**src/rtl/rst_sequencer.sv**
```systemverilog
// Reset sequencer: merges a software reset pulse with a debounced external button, stretches
// rst_out, then waits a holdoff before signalling completion with a one-cycle done pulse.
module rst_sequencer #(
    parameter int STRETCH  = 16,
    parameter int HOLDOFF  = 4,
    parameter int DEBOUNCE = 8
) (
    input  logic       clk,
    input  logic       rst,
    input  logic       sw_req,
    input  logic       ext_req_n,
    output logic       rst_out,
    output logic       busy,
    output logic       done,
    output logic [7:0] rst_count
);

    localparam int CNT_MAX = (STRETCH > HOLDOFF) ? STRETCH : HOLDOFF;
    localparam int CW      = $clog2(CNT_MAX + 1);
    localparam int DW      = $clog2(DEBOUNCE + 1);

    localparam logic [CW-1:0] STRETCH_LOAD = CW'(STRETCH - 1);
    localparam logic [CW-1:0] HOLDOFF_LOAD = CW'(HOLDOFF - 1);
    localparam logic [DW-1:0] DEB_LAST     = DW'(DEBOUNCE - 1);

    typedef enum logic [1:0] {
        ST_IDLE,
        ST_ASSERT,
        ST_HOLDOFF,
        ST_DONE
    } state_t;

    logic          sync1_q, sync1_d;
    logic          sync2_q, sync2_d;
    logic [DW-1:0] deb_cnt_q, deb_cnt_d;
    logic          deb_fired_q, deb_fired_d;
    state_t        state_q, state_d;
    logic [CW-1:0] cnt_q, cnt_d;
    logic          rst_out_q, rst_out_d;
    logic          busy_q, busy_d;
    logic          done_q, done_d;
    logic [7:0]    rst_count_q, rst_count_d;
    logic          ext_req;
    logic          req;
    logic [7:0]    count_inc;

    always_comb begin
        sync1_d     = ext_req_n;
        sync2_d     = sync1_q;
        deb_cnt_d   = deb_cnt_q;
        deb_fired_d = deb_fired_q;

        // One request per low period; the button must read high again before re-arming.
        ext_req = !sync2_q && !deb_fired_q && (deb_cnt_q == DEB_LAST);
        if (sync2_q) begin
            deb_cnt_d   = '0;
            deb_fired_d = 1'b0;
        end else if (ext_req) begin
            deb_fired_d = 1'b1;
        end else if (!deb_fired_q) begin
            deb_cnt_d = deb_cnt_q + 1'b1;
        end

        req       = sw_req | ext_req;
        count_inc = (rst_count_q == 8'hFF) ? rst_count_q : rst_count_q + 8'd1;

        state_d     = state_q;
        cnt_d       = cnt_q;
        rst_count_d = rst_count_q;
        case (state_q)
            ST_IDLE, ST_DONE: begin
                if (req) begin
                    state_d     = ST_ASSERT;
                    cnt_d       = STRETCH_LOAD;
                    rst_count_d = count_inc;
                end else begin
                    state_d = ST_IDLE;
                end
            end
            ST_ASSERT: begin
                if (req) begin
                    cnt_d = STRETCH_LOAD;
                end else if (cnt_q == '0) begin
                    state_d = ST_HOLDOFF;
                    cnt_d   = HOLDOFF_LOAD;
                end else begin
                    cnt_d = cnt_q - 1'b1;
                end
            end
            ST_HOLDOFF: begin
                if (req) begin
                    state_d     = ST_ASSERT;
                    cnt_d       = STRETCH_LOAD;
                    rst_count_d = count_inc;
                end else if (cnt_q == '0) begin
                    state_d = ST_DONE;
                end else begin
                    cnt_d = cnt_q - 1'b1;
                end
            end
            default: state_d = ST_IDLE;
        endcase

        // Outputs are decoded from the next state so they are registered yet track the state.
        rst_out_d = (state_d == ST_ASSERT);
        busy_d    = (state_d == ST_ASSERT) || (state_d == ST_HOLDOFF);
        done_d    = (state_d == ST_DONE);
    end

    always_ff @(posedge clk) begin
        if (rst) begin
            sync1_q     <= 1'b1;
            sync2_q     <= 1'b1;
            deb_cnt_q   <= '0;
            deb_fired_q <= 1'b0;
            state_q     <= ST_ASSERT;
            cnt_q       <= STRETCH_LOAD;
            rst_out_q   <= 1'b1;
            busy_q      <= 1'b1;
            done_q      <= 1'b0;
            rst_count_q <= 8'd0;
        end else begin
            sync1_q     <= sync1_d;
            sync2_q     <= sync2_d;
            deb_cnt_q   <= deb_cnt_d;
            deb_fired_q <= deb_fired_d;
            state_q     <= state_d;
            cnt_q       <= cnt_d;
            rst_out_q   <= rst_out_d;
            busy_q      <= busy_d;
            done_q      <= done_d;
            rst_count_q <= rst_count_d;
        end
    end

    assign rst_out   = rst_out_q;
    assign busy      = busy_q;
    assign done      = done_q;
    assign rst_count = rst_count_q;

endmodule

```
**config.mk**
```make
export PLATFORM = sky130hd
export DESIGN_NAME = rst_sequencer
export DESIGN_NICKNAME = d
export VERILOG_FILES = /design/src/rtl/rst_sequencer.sv
export SDC_FILE = /design/constraint.sdc
export NUM_CORES = 1
export LEC_CHECK = 0
export ABC_AREA = 1
export BUFFER_PORTS_ARGS = -buffer_cell sky130_fd_sc_hd__buf_2
export CORE_ASPECT_RATIO = 1.5
export CORE_MARGIN = 4
export CORE_UTILIZATION = 30
export CTS_BUF_LIST = sky130_fd_sc_hd__clkbuf_8
export DETAILED_ROUTE_END_ITERATION = 10
export GPL_TIMING_DRIVEN = 0
export SETUP_SLACK_MARGIN = 0.05
export SLEW_MARGIN = 20
export SYNTH_ARGS = -nofsm -noshare
export SYNTH_HDL_FRONTEND = slang
export SYNTH_SLANG_ARGS = --single-unit
```
**constraint.sdc**
```tcl
create_clock -name clk -period 2.7 [get_ports clk]
set_input_delay 0.27 -clock clk [delete_from_list [all_inputs] [get_ports clk]]
set_output_delay 0.27 -clock clk [all_outputs]
set_load 0.05 [all_outputs]
```
== After elaboration in Yosys (flattened, before gate mapping) ==
Index checks and enable logic that the tools add are counted.

* Register bits after elaboration: 25
* Output and inout bits: 11

* Bitwise logic cells: 4
* $add $sub $neg: 3
* Reductions and logical operators: 13
* Equality and inequality tests: 10
* Multiplexer cells: 12

{| class="wikitable"
|+ Operators with widths
! kind !! number
|-
| 2-to-1 mux 5 bit || 5
|-
| one-hot mux 5 bit (3 select lines) || 1
|-
| adder 8 x 1 -> 8 bit (second input constant) || 1
|-
| equality test 2 bit (second input constant) || 4
|-
| equality test 8 bit (second input constant) || 1
|-
| 2-to-1 mux 2 bit || 4
|-
| one-hot mux 2 bit (3 select lines) || 1
|-
| zero test 5 bit || 1
|-
| subtractor 5 x 1 -> 5 bit (second input constant) || 1
|-
| adder 4 x 1 -> 4 bit (second input constant) || 1
|-
| equality test 2 x 1 -> 1 bit (second input constant) || 2
|-
| equality test 4 x 3 -> 1 bit (second input constant) || 1
|-
| AND reduction 2 bit || 2
|-
| OR reduction 2 bit || 2
|-
| inequality test 3 bit (second input constant) || 1
|-
| inverter 1 bit || 3
|-
| AND reduction 3 bit || 1
|-
| OR reduction 3 bit || 1
|-
| logical AND 1 bit || 2
|-
| zero test 1 bit || 2
|-
| zero test 2 bit || 1
|-
| inequality test 2 bit (second input constant) || 1
|-
| logical OR 1 bit || 1
|-
| 2-to-1 mux 1 bit || 1
|-
| OR 1 bit || 1
|}

== Longest topological paths before layout ==
Gate-level depths: netlist (run 1).

* Depth in word-level cells: 8
* Depth in mapped cells: 13
* Gate-level depth less buffers: 13

== Least setup slack after synthesis (run 1) ==
OpenSTA, ideal clock, no wires.

* Kind: flip-flop to flip-flop
* From: register rst_count_q[0] (netlist: rst_count[0])
* To: register rst_count_q[5] (netlist: rst_count[5])
* Cell stages (with the launch flop): 9
* Data required time: 2.632 ns
* Period minus slack after synthesis: 1.801 ns
* Arrival: 1.733 ns
* Path slack: 0.899 ns
* Cells stage by stage: dfxtp_1 -> ha_1 -> nand2_1 -> nand3b_4 -> nor2_2 -> nor2_8 -> inv_4 -> nand2_1 -> a21oi_2

* Word-level cells in the longest chain between the ends: 3
* Elaborated cells on any way between the ends: 4
* Classes of those cells: add/sub: 1; eq/ne: 1; bitwise: 1; reduce/logical: 1

{| class="wikitable"
|+ Ends and longest elaborated chain
! what !! line !! text
|-
| from (decl) || 42 || <nowiki>logic [7:0] rst_count_q, rst_count_d;</nowiki>
|-
| from (signal assigned) || 132 || <nowiki>rst_count_q <= rst_count_d;</nowiki>
|-
| branches (longest 3 deep; another with adder 8 x 1 -> 8 bit) || -- ||
|}

Several ways; the timed one is not identified.
A chain may end at the register's enable or synchronous reset.

== Worst setup path in the final report (run 1) ==
* From: register cnt_q[0]
* To: register rst_out_q (netlist: rst_out)

* Word-level cells in the longest chain between the ends: 5
* Elaborated cells on any way between the ends: 7
* Classes of those cells: eq/ne: 1; mux: 5; reduce/logical: 1

{| class="wikitable"
|+ Ends and longest elaborated chain
! what !! line !! text
|-
| from (decl) || 38 || <nowiki>logic [CW-1:0] cnt_q, cnt_d;</nowiki>
|-
| from (signal assigned) || 128 || <nowiki>cnt_q <= cnt_d;</nowiki>
|-
| zero test 5 bit (*) || 83, 95 ||
|-
| 2-to-1 mux 2 bit, on equally long branches || 95, 83 ||
|-
| 2-to-1 mux 2 bit, on equally long branches || 91, 81 ||
|-
| one-hot mux 2 bit (3 select lines) (*) || 70 || <nowiki>case (state_q)</nowiki>
|-
| via state_d[0] || 37 || <nowiki>state_t state_q, state_d;</nowiki>
|-
| equality test 2 x 1 -> 1 bit (*) || 105 || <nowiki>rst_out_d = (state_d == ST_ASSERT);</nowiki>
|-
| via rst_out_d || 39 || <nowiki>logic rst_out_q, rst_out_d;</nowiki>
|-
| to (signal assigned) || 129 || <nowiki>rst_out_q <= rst_out_d;</nowiki>
|-
| to (decl) || 39 ||
|}

The timed path passes the listed nets; every way through them passes the cells marked *.

==> impl_results.md, run 1 <==
* GRT overflow at 0
* Register-to-register setup slack at 810 ps
* Io pins at 15
* Critical-path cell list: inv_1, ha_1, nand3_1, clkinv_1, o21ai_0, nand2_1, nand3_1, inv_1, ha_1, or2_2
* Count of cell instances traversed by the critical path at 10
* Final #Nets at 216
* Global-route wire length before repair at 4660 µm
* Most numerous cell in the Yosys netlist: nand2_1
* DR WL/cell at 10.2 µm
* Final Cycle Share at 0.700
* Post-cts resize count at 0
* Clock Skews at 12.4 ps
* Mapped Area at 1350 µm²
* Req. time, crit path at 2870 ps
* Diode count at 0
* Hold crit path type: input port to register
* Unique masters post-synth at 26
* Fin worst setup slack at 810 ps
* All-Layer GR Usage at 0.100
* YS warnings at 0
* Worst-Margin Slew at 519 ps
* Relative slew slack at 0.654
* Synth Instances at 186
* Pleak at 0.755 nW
* Routed wire length at 2560 µm
* Dpl ws at 786 ps
* R2R depth at 10
* H-Tree Depth at 1
* Max-Cap Viols at 0
* DRT antenna net count at 0
* Antenna violations before repair at 0
* Net Sw Frac at 0.230
* Combinational Power Share at 0.036
* 1st-iter DRT viols at 26
* Total area of sequential cells at 500 µm²
* Avg Cell Area, Syn at 7.25 µm²
* CTS Buf Count at 3
* Number of flops mapped to enable cells by yosys at 0
* Final Hold Vio Count at 0
* Arrival time worst endpoint at 2060 ps
* Status: completed
* Sequential share of the synthesized area at 0.371
* DR vias/cell at 4.49
* Dominant cells by area after synthesis: dfxtp_1 (37%), nand2_1 (13%), inv_1 (6.7%)
* Reg power frac at 0.590
* Core Region at 4280 µm²
* Postcts setup bufs at 0
* Number of setup violations in the final report at 0
* Reg2Reg Launch Point: cnt_q[0]$_SDFFE_PP1P_
* Row cnt at 29
* Die H at 90.1 µm
* CTS Hold Bufs at 0
* CP Max Fanout at 4
* Clock tree buffer depth at 2
* CP delay by family, top: simple AND/OR/NAND/NOR gates
* RR Endpoint: rst_out$_SDFF_PP1_
* PwrDens at 415 nW/µm²
* Post-synth ARST share at 0
* Post-DP HPWL at 2020 µm
* Area share of the largest cell type after synthesis at 0.371
* Fin. max-slew vios at 0
* Crit path to: rst_out$_SDFF_PP1_
* Ys flop type: dfxtp_1
* Fmax at 529 MHz
* CTS tree: yes
* Slowest stage delay, CP at 360 ps
* Int Pwr at 0.000488 W
* Buffers on Ports at 14
* Synth area leader: dfxtp_1
* Yosys reg bits at 25
* Die area at 5650 µm²
* Initial core utilization at 0.315
* Top cells by count, synth: nand2_1 (46), dfxtp_1 (25), inv_1 (24), nor2_1 (24), nand3_1 (14)
* Crit path from: cnt_q[0]$_SDFFE_PP1P_
* RSZ-0062 raised after global routing: no
* Area delta synth->final at 13.2%
* Chip width at 62.7 µm
* Setup crit end kind: register
* Routability cong. at 0.845
* Critical path's slowest cell: dfxtp_1
* CP Launch Type: register
* DRC Markers at 0
* NetSw at 0.000146 W
* Worst-Skew Late Latency at 280 ps
* Root Buffer: clkbuf_8
* CTS sink cnt at 25
* Vias in the first global route at 1101
* Multi-input gate area at 741 µm²
* Via count at 1123
* Hold path cells at 2
* Post-route setup TNS at 0 ps
* Crit Path Category: register to register
* Worst path buffer plus inverter count at 3
* VDD IR max at 0.238 mV
* Syn nets at 197
* Clock-pin slew on the worst setup and hold paths at 100 ps
* Clk pwr share at 0.374
* Largest net degree at the start of global routing at 17
* # fillers at 454
* Detailed Routing Iterations Pass 1 at 4
* Layout cells sized above 1 at 0.167
* Min Clock Period, post-route at 1890 ps
-- placed cells by master, fill, tap and decap left out, types with 4 or more instances in the layout --
| cell type | netlist | final |
|---|---|---|
| xor2_1 | 4 | 4 |
| inv_1 | 24 | 24 |
| ha_1 | 7 | 7 |
| o21ai_0 | 8 | 8 |
| nand3_1 | 14 | 14 |
| buf_2 | 0 | 14 |
| dfxtp_1 | 25 | 25 |
| nand2_1 | 46 | 46 |
| a21oi_1 | 7 | 7 |
| xnor2_1 | 4 | 4 |
| nor2_1 | 24 | 24 |
-- stage by stage --
stage / util / total power (W) / instance area [µm²] / cells / hold slack [ps]
floorplan: - / 0.000398 / 1350 / 186 / 358
global placement: 0.345 / 0.000406 / 1480 / 246 / 398
detailed placement: 0.345 / 0.000406 / 1480 / 246 / 393
CTS: 0.357 / 0.000643 / 1530 / 250 / 170
global route: 0.357 / 0.000663 / 1530 / 250 / 173
finish: 0.357 / 0.000634 / 1530 / 250 / 172
-- registers in the layout (all words and copies together) (netlist names) --
signal	count
done	1
state_q	2
rst_out	1
deb_fired_q	1
cnt_q	5
sync2_q	1
sync1_q	1
busy	1
rst_count	8
deb_cnt_q	4
-- metal layers --
metal  vias to the layer above  track usage  wire (µm)
met5                         -            0          0
met2                        15        0.185       1320
li1                        613            -          -
met1                       489        0.103       1100
met4                         0       0.0589         57
met3                         6       0.0187         83
-- worst register-to-register path, stage by stage (launching register included) --
cell	delay, ps
dfxtp_1	360
inv_1	60
ha_1	250
nand3_1	150
clkinv_1	120
o21ai_0	180
nand2_1	70
nand3_1	90
inv_1	70
ha_1	180
or2_2	260
-- layout make-up --
| type | count | share of cell area |
|---|---|---|
| Sequential cell | 25 | 0.328 |
| Clock inverter | 1 | 0.00574 |
| Tap cell | 46 | 0.0377 |
| Inverter | 27 | 0.0680 |
| Timing Repair Buffer | 14 | 0.0459 |
| Multi-Input combinational cell | 133 | 0.485 |
| Buffer | 1 | 0.00246 |
| Clock buffer | 3 | 0.0270 |
-- cells by family after synthesis --
family / share of synthesized area
adders and majority gates: 0.0649
xor gates and xnor gates: 0.0519
DFF: 0.371
AOI/OAI and AO/OA: 0.0733
buffers and inverters: 0.0798
and+or+nand+nor: 0.359
-- power groups by stage --
stage	clock [W]	sequential, W	combinational, W
after floorplan	0	0.000382	0.0000164
after global placement	0	0.000382	0.0000236
after detailed placement	0	0.000382	0.0000233
after CTS	0.000246	0.000374	0.0000235
after global routing	0.000262	0.000374	0.0000270
final	0.000237	0.000374	0.0000229
-- how the worst min path moves through the flow --
stage	startpoint	end	slack (ps)
6_report	ext_req_n	sync1_q$_SDFF_PP1_	170
5_1_grt	ext_req_n	sync1_q$_SDFF_PP1_	170
4_1_cts	ext_req_n	sync1_q$_SDFF_PP1_	170
3_5_place_dp	sync1_q$_SDFF_PP1_	sync2_q$_SDFF_PP1_	390
3_3_place_gp	sync1_q$_SDFF_PP1_	sync2_q$_SDFF_PP1_	400
2_1_floorplan	rst	cnt_q[2]$_SDFFE_PP1P_	360
(Power assumes the default switching activity.)
==> run 2, diff against run 1 <==
==> constraint.sdc (replaced) <==
create_clock -name clk -period 1.59 [get_ports clk]
set_input_delay 0.159 -clock clk [delete_from_list [all_inputs] [get_ports clk]]
set_output_delay 0.159 -clock clk [all_outputs]
set_load 0.05 [all_outputs]
==> run 2 against run 1 <==
- total power up 67%
- sequential power up 68%
- fmax up 24%
- sequential share of layout area down 2.8 points
- critical endpoint unchanged
- highest routed layer unchanged
==> impl_results.md, run 2 (synthesized netlist as in run 1, its figures left out) <==
* Commonest non-fill, non-tap cell in the layout: nand2_1
* Row cnt at 29
* Min Clock Period, post-route at 1520 ps
* Layout Utilization at 0.412
* Reg2Reg Launch Point: deb_cnt_q[1]$_SDFFE_PP0P_
* Post-DP HPWL at 2090 µm
* Final Cycle Share at 0.958
* Routability cong. at 0.812
* Max reg flops at 8
* Fmax at 656 MHz
* Detailed Routing Iterations Pass 1 at 4
* Die area at 5650 µm²
* Core Region at 4280 µm²
* Antenna violations before repair at 0
* Dpl cell area at 1530 µm²
* All-Layer GR Usage at 0.106
* Hold path cells at 2
* Largest net degree at the start of global routing at 16
* Net Sw Frac at 0.219
* Most frequent cell on the critical path: nand3_2
* Root Buffer: clkbuf_8
* Final #Nets at 230
* Clock tree buffer depth at 2
* Hold crit path type: input port to register
* DR WL/cell at 10.6 µm
* Chip width at 62.7 µm
* Arrival time worst endpoint at 1690 ps
* Critical path's slowest cell: dfxtp_4
* Reg power frac at 0.594
* Crit path from: deb_cnt_q[1]$_SDFFE_PP0P_
* RSZ-0062 raised after global routing: yes
* GRT overflow at 0
* Clock-pin slew on the worst setup and hold paths at 90 ps
* Most frequent cells in the layout: nand2_1 (43), nor2_1 (22), inv_1 (20)
* Final Hold Vio Count at 0
* CP Launch Type: register
* CP Max Fanout at 5
* Tot Pwr at 0.00106 W
* Routed wire length at 2810 µm
* Endpoint, Worst Hold: sync1_q$_SDFF_PP1_
* Finished Cell Area at 1760 µm²
* PwrDens at 600 nW/µm²
* Via count at 1202
* NetSw at 0.000232 W
* Status: completed
* Slowest stage delay, CP at 360 ps
* Area delta synth->final at 30.7%
* Max-Cap Viols at 0
* Clock Skews at 5.96 ps
* Buffers on Ports at 14
* Req. time, crit path at 1760 ps
* Die H at 90.1 µm
* CTS Buf Count at 3
* Diode count at 0
* DR vias/cell at 4.55
* Setup crit end kind: register
* Critical-path cell list: ha_4, nand3_4, buf_4, nand3_2, nand3_2, inv_2, ha_2, or2_4
* Global-route wire length before repair at 4930 µm
* CTS tree: yes
* Pleak at 0.827 nW
* CTS sink cnt at 25
* Initial core utilization at 0.315
* Inst Count DP at 246
* H-Tree Depth at 1
* Number of setup violations in the final report at 0
* Worst Hold Launch: ext_req_n
* DRC Markers at 0
* Worst-Margin Slew at 531 ps
* RR Endpoint: rst_out$_SDFF_PP1_
* 1st-iter DRT viols at 30
* Crit Path Category: register to register
* Io pins at 15
* Fin. max-slew vios at 0
* Register-to-register setup slack at 70 ps
* Int Pwr at 0.000826 W
* DRT antenna net count at 0
* Clk pwr share at 0.355
* R2R depth at 8
* Post-route insts no fill at 264
* Relative slew slack at 0.646
* Combinational Power Share at 0.051
* Vias in the first global route at 1189
* VDD IR max at 0.518 mV
* Layout cells sized above 1 at 0.372
* Worst-Skew Late Latency at 270 ps
[run 2: cell types whose count changed in the layout (fill, tap and decap cells not counted), moves of 4 or more]
cell | before | now
dfxtp_2 | 0 | 10
buf_4 | 0 | 14
dfxtp_4 | 0 | 4
ha_1 | 7 | 3
inv_2 | 1 | 5
nand3_1 | 14 | 10
inv_1 | 24 | 20
dfxtp_1 | 25 | 11
[run 2: worst max path at each step]
stage / to / cells past startpoint / slack, ps
floorplan: rst_out$_SDFF_PP1_ / 11 / 50
global placement: rst_out$_SDFF_PP1_ / 11 / -100
detailed placement: rst_out$_SDFF_PP1_ / 11 / -80
CTS: done$_SDFF_PP0_ / 12 / 60
global route: rst_out$_SDFF_PP1_ / 9 / -20
finish: rst_out$_SDFF_PP1_ / 8 / 70
[run 2: timing repair]
| item | CTS | global route |
|---|---|---|
| endpoints found under the setup margin | 3 | 15 |
| hold buffers | 0 | 0 |
| pin swaps | 11 | 7 |
| buffers inserted | 10 | 4 |
| gates resized for setup | 18 | 9 |
[run 2: critical path, delay by kind of cell, from the launching register on]
kind          cells  cell delay (ps)
simple gates      4              550
buf+inv           2              170
flops             1              360
fa+ha+maj         2              330
[run 2: cell type report]
cell class              count  area [µm²]
clock inverters             1        6.26
multi-input cells         133         842
well taps                  46        57.6
repair buffers             28         175
fillers                   451        2520
inverters                  27         109
flip-flops and latches     25         528
clock buffers               3        41.3
plain buffers               1        3.75
[run 2: per-stage QoR]
stage / hold slack [ps] / worst slack [ps] / setup TNS, ps
finish: 72.4 / 66.4 / 0
global route: 75.6 / -17.4 / -31.3
CTS: 66.9 / 63.2 / 0
detailed placement: 351 / -84.6 / -126
global placement: 348 / -97.1 / -121
floorplan: 247 / 54.7 / 0
[run 2: power by group through the flow]
stage | logic (W) | registers [W] | clock network, W
final | 0.0000538 | 0.000629 | 0.000376
after global routing | 0.0000608 | 0.000630 | 0.000419
after CTS | 0.0000530 | 0.000630 | 0.000397
after detailed placement | 0.0000440 | 0.000647 | 0
after global placement | 0.0000443 | 0.000647 | 0
after floorplan | 0.0000301 | 0.000646 | 0
[run 2: routing by layer]
| metal | share of wire | global-route usage | vias to the layer above |
|---|---|---|---|
| met4 | 0.016 | 0.0497 | 0 |
| met3 | 0.025 | 0.0150 | 4 |
| li1 | - | - | 643 |
| met2 | 0.53 | 0.205 | 15 |
| met5 | 0 | 0 | - |
| met1 | 0.43 | 0.108 | 540 |
==> run 3, diff against run 2 <==
--- a/config.mk
+++ b/config.mk
@@ -5,9 +5,7 @@
 export SDC_FILE = /design/constraint.sdc
 export NUM_CORES = 1
 export LEC_CHECK = 0
-export ABC_AREA = 1
 export BUFFER_PORTS_ARGS = -buffer_cell sky130_fd_sc_hd__buf_2
-export CORE_ASPECT_RATIO = 1.5
 export CORE_MARGIN = 4
 export CORE_UTILIZATION = 30
 export CTS_BUF_LIST = sky130_fd_sc_hd__clkbuf_8
==> run 3 against run 2 <==
- synthesized area is 7.8% lower
- count of clock-buffer cells in the layout unchanged
- the flow now finishes with violations (setup timing)
- clock power down 3%
- core utilization rose by 2.5 points
- largest power group unchanged
- critical path depth is the same
- combinational power increased to 11 times the previous value
- final cell count is 16% lower
- die area down 7.3%
- sequential share of layout area grew 0.52 points
- hold slack lost 2.3 ps
- design area down 0.99%
==> impl_results.md, run 3 <==
* Dpl ws at -374 ps
* Max reg flops at 8
* RSZ-0062 raised after global routing: yes
* Fmax at 535 MHz
* Post-DP HPWL at 2050 µm
* Pleak at 0.638 nW
* Layout cells sized above 1 at 0.456
* Clock Skews at 4.12 ps
* 1st-iter DRT viols at 23
* Routed wire length at 3080 µm
* Area delta synth->final at 40.3%
* Commonest non-fill, non-tap cell in the layout: buf_2
* Routability cong. at 0.814
* Die area at 5240 µm²
* Req. time, crit path at 1750 ps
* Syn nets at 150
* Chip width at 72.4 µm
* Crit Path Category: register to register
* Setup crit end kind: register
* Critical path's slowest cell: or4b_4
* Core Region at 4000 µm²
* Synth area leader: dfxtp_1
* GRT overflow at 0
* Diode count at 0
* Hold crit path type: input port to register
* Reg2Reg Launch Point: cnt_q[1]$_SDFFE_PP1P_
* DR WL/cell at 14.0 µm
* Antenna violations before repair at 0
* CP Launch Type: register
* Row cnt at 23
* CTS tree: yes
* Final Cycle Share at 1.18
* All-Layer GR Usage at 0.119
* Root Buffer: clkbuf_8
* Arrival time worst endpoint at 2030 ps
* CP delay by family, top: simple AND/OR/NAND/NOR gates
* Yosys reg bits at 25
* Buffers on Ports at 13
* RR Endpoint: rst_out$_SDFF_PP1_
* Initial core utilization at 0.311
* Worst path buffer plus inverter count at 1
* Detailed Routing Iterations Pass 1 at 4
* Worst Hold Launch: ext_req_n
* Top cells by count, synth: dfxtp_1 (25), a21oi_1 (12), nor3_1 (9)
* Most frequent cells in the layout: buf_2 (14), buf_4 (13), dfxtp_1 (12)
* R2R depth at 8
* Worst-Skew Late Latency at 260 ps
* CTS Buf Count at 3
* Largest net degree at the start of global routing at 14
* Failing checks: setup timing
* Global-route wire length before repair at 5050 µm
* CP Max Fanout at 3
* Vias in the first global route at 1146
* Min Clock Period, post-route at 1870 ps
* DRC Markers at 0
* H-Tree Depth at 1
* Die H at 72.4 µm
* Hold path cells at 2
* Synth Instances at 139
* Number of setup violations in the final report at 11
* PwrDens at 976 nW/µm²
* CTS sink cnt at 25
* Layout Utilization at 0.436
* Clock tree buffer depth at 2
* Endpoint, Worst Hold: sync1_q$_SDFF_PP1_
* DRT antenna net count at 0
* Most numerous cell in the Yosys netlist: dfxtp_1
* Post-synth ARST share at 0
* Area share of the largest cell type after synthesis at 0.402
* Unique masters post-synth at 40
* Fin worst setup slack at -279 ps
* Register-to-register setup slack at -280 ps
* Via count at 1171
* Status: finished, violations left
* Most frequent cell on the critical path: ha_4
* Avg Cell Area, Syn at 8.95 µm²
* Slowest stage delay, CP at 490 ps
* Relative slew slack at 0.663
* Ys flop type: dfxtp_1
* Fin. max-slew vios at 0
* Sequential share of the synthesized area at 0.402
* Mapped Area at 1240 µm²
* Final #Nets at 183
* Post-route setup TNS at -1180 ps
* YS warnings at 0
* DR vias/cell at 5.30
* Number of flops mapped to enable cells by yosys at 0
* Dominant cells by area after synthesis: dfxtp_1 (40%), ha_1 (7.0%), a21oi_1 (4.8%)
* Hold Slack at 70.1 ps
* Max-Cap Viols at 0
* Worst-Margin Slew at 506 ps
* VDD IR max at 0.627 mV
* Clock-pin slew on the worst setup and hold paths at 80 ps
* Final Hold Vio Count at 0
* Critical-path cell list: inv_2, ha_4, or4b_4, nor3_4, o21ai_2, and3_4, ha_4, or2_4
* Io pins at 15
==> run 3: cell types whose count changed in the layout (fill, tap and decap cells not counted), sizes merged, moves of 3 or more <==
cell	previous run	this run
or3	0	4
a21oi	9	13
nor3	2	9
or4	0	5
xor2	4	1
nand2	49	8
nand3	15	6
nor2	28	8
o31ai	0	4
inv	27	9
o21ai	8	5
==> run 3: cell families (layout without fill, tap and decap cells) <==
family | count (synthesis) | in the layout | synth area share
xor gates and xnor gates | 3 | 3 | 0.0211
buffers and inverters | 13 | 45 | 0.0453
AOI/OAI and AO/OA | 33 | 33 | 0.178
DFF | 25 | 25 | 0.402
muxes | 2 | 2 | 0.0161
and+or+nand+nor | 56 | 56 | 0.267
adders and majority gates | 7 | 7 | 0.0704
==> run 3: cell type report <==
class | count | area [µm²]
plain buffers | 5 | 35.0
clock buffers | 3 | 41.3
clock inverters | 1 | 3.75
fillers | 392 | 2250
inverters | 8 | 30.0
multi-input cells | 101 | 862
flip-flops and latches | 25 | 532
well taps | 50 | 62.6
repair buffers | 28 | 179
==> run 3: worst max-delay path by stage <==
stage	cells after the start	slack, ps	to	from
after floorplan	8	-260	rst_out$_SDFF_PP1_	cnt_q[1]$_SDFFE_PP1P_
after global placement	8	-350	rst_out$_SDFF_PP1_	cnt_q[1]$_SDFFE_PP1P_
after detailed placement	8	-370	rst_out$_SDFF_PP1_	cnt_q[1]$_SDFFE_PP1P_
after CTS	8	-280	rst_out$_SDFF_PP1_	cnt_q[1]$_SDFFE_PP1P_
after global routing	8	-360	rst_out$_SDFF_PP1_	cnt_q[0]$_SDFFE_PP1P_
final	8	-280	rst_out$_SDFF_PP1_	cnt_q[1]$_SDFFE_PP1P_
==> run 3: report_power, final <==
part           total [W]  switching [W]  internal [W]  leakage (nW)
Sequential      0.000723      0.0000447      0.000678         0.209
Clock           0.000363       0.000191      0.000172        0.0269
Combinational   0.000616       0.000348      0.000269         0.403
==> run 3: per-layer routing <==
layer	global-route usage	wire length, µm
met5	0	0
met4	0.0328	34
met3	0.0360	135
met2	0.213	1610
met1	0.136	1310
==> run 3: worst reg2reg max path, delay by kind of cell (launching register included) <==
family / cells / cell delay, ps
buf+inv: 1 / 60
fa+ha+maj: 2 / 290
flops: 1 / 330
compound gates: 1 / 80
simple gates: 4 / 1010
==> run 3: stage by stage <==
step	power [W]	instances	instance area [µm²]
after floorplan	0.00110	139	1350
after global placement	0.00118	202	1480
after detailed placement	0.00120	202	1480
after CTS	0.00168	219	1680
after global routing	0.00183	221	1750
final	0.00170	221	1750
==> run 3: timing repair <==
item	in CTS	in global routing
cloned	1	0
hold buffers	0	0
endpoints found under the setup margin	16	17
pin swaps	13	1
gates resized for setup	15	8
setup buffers	12	2
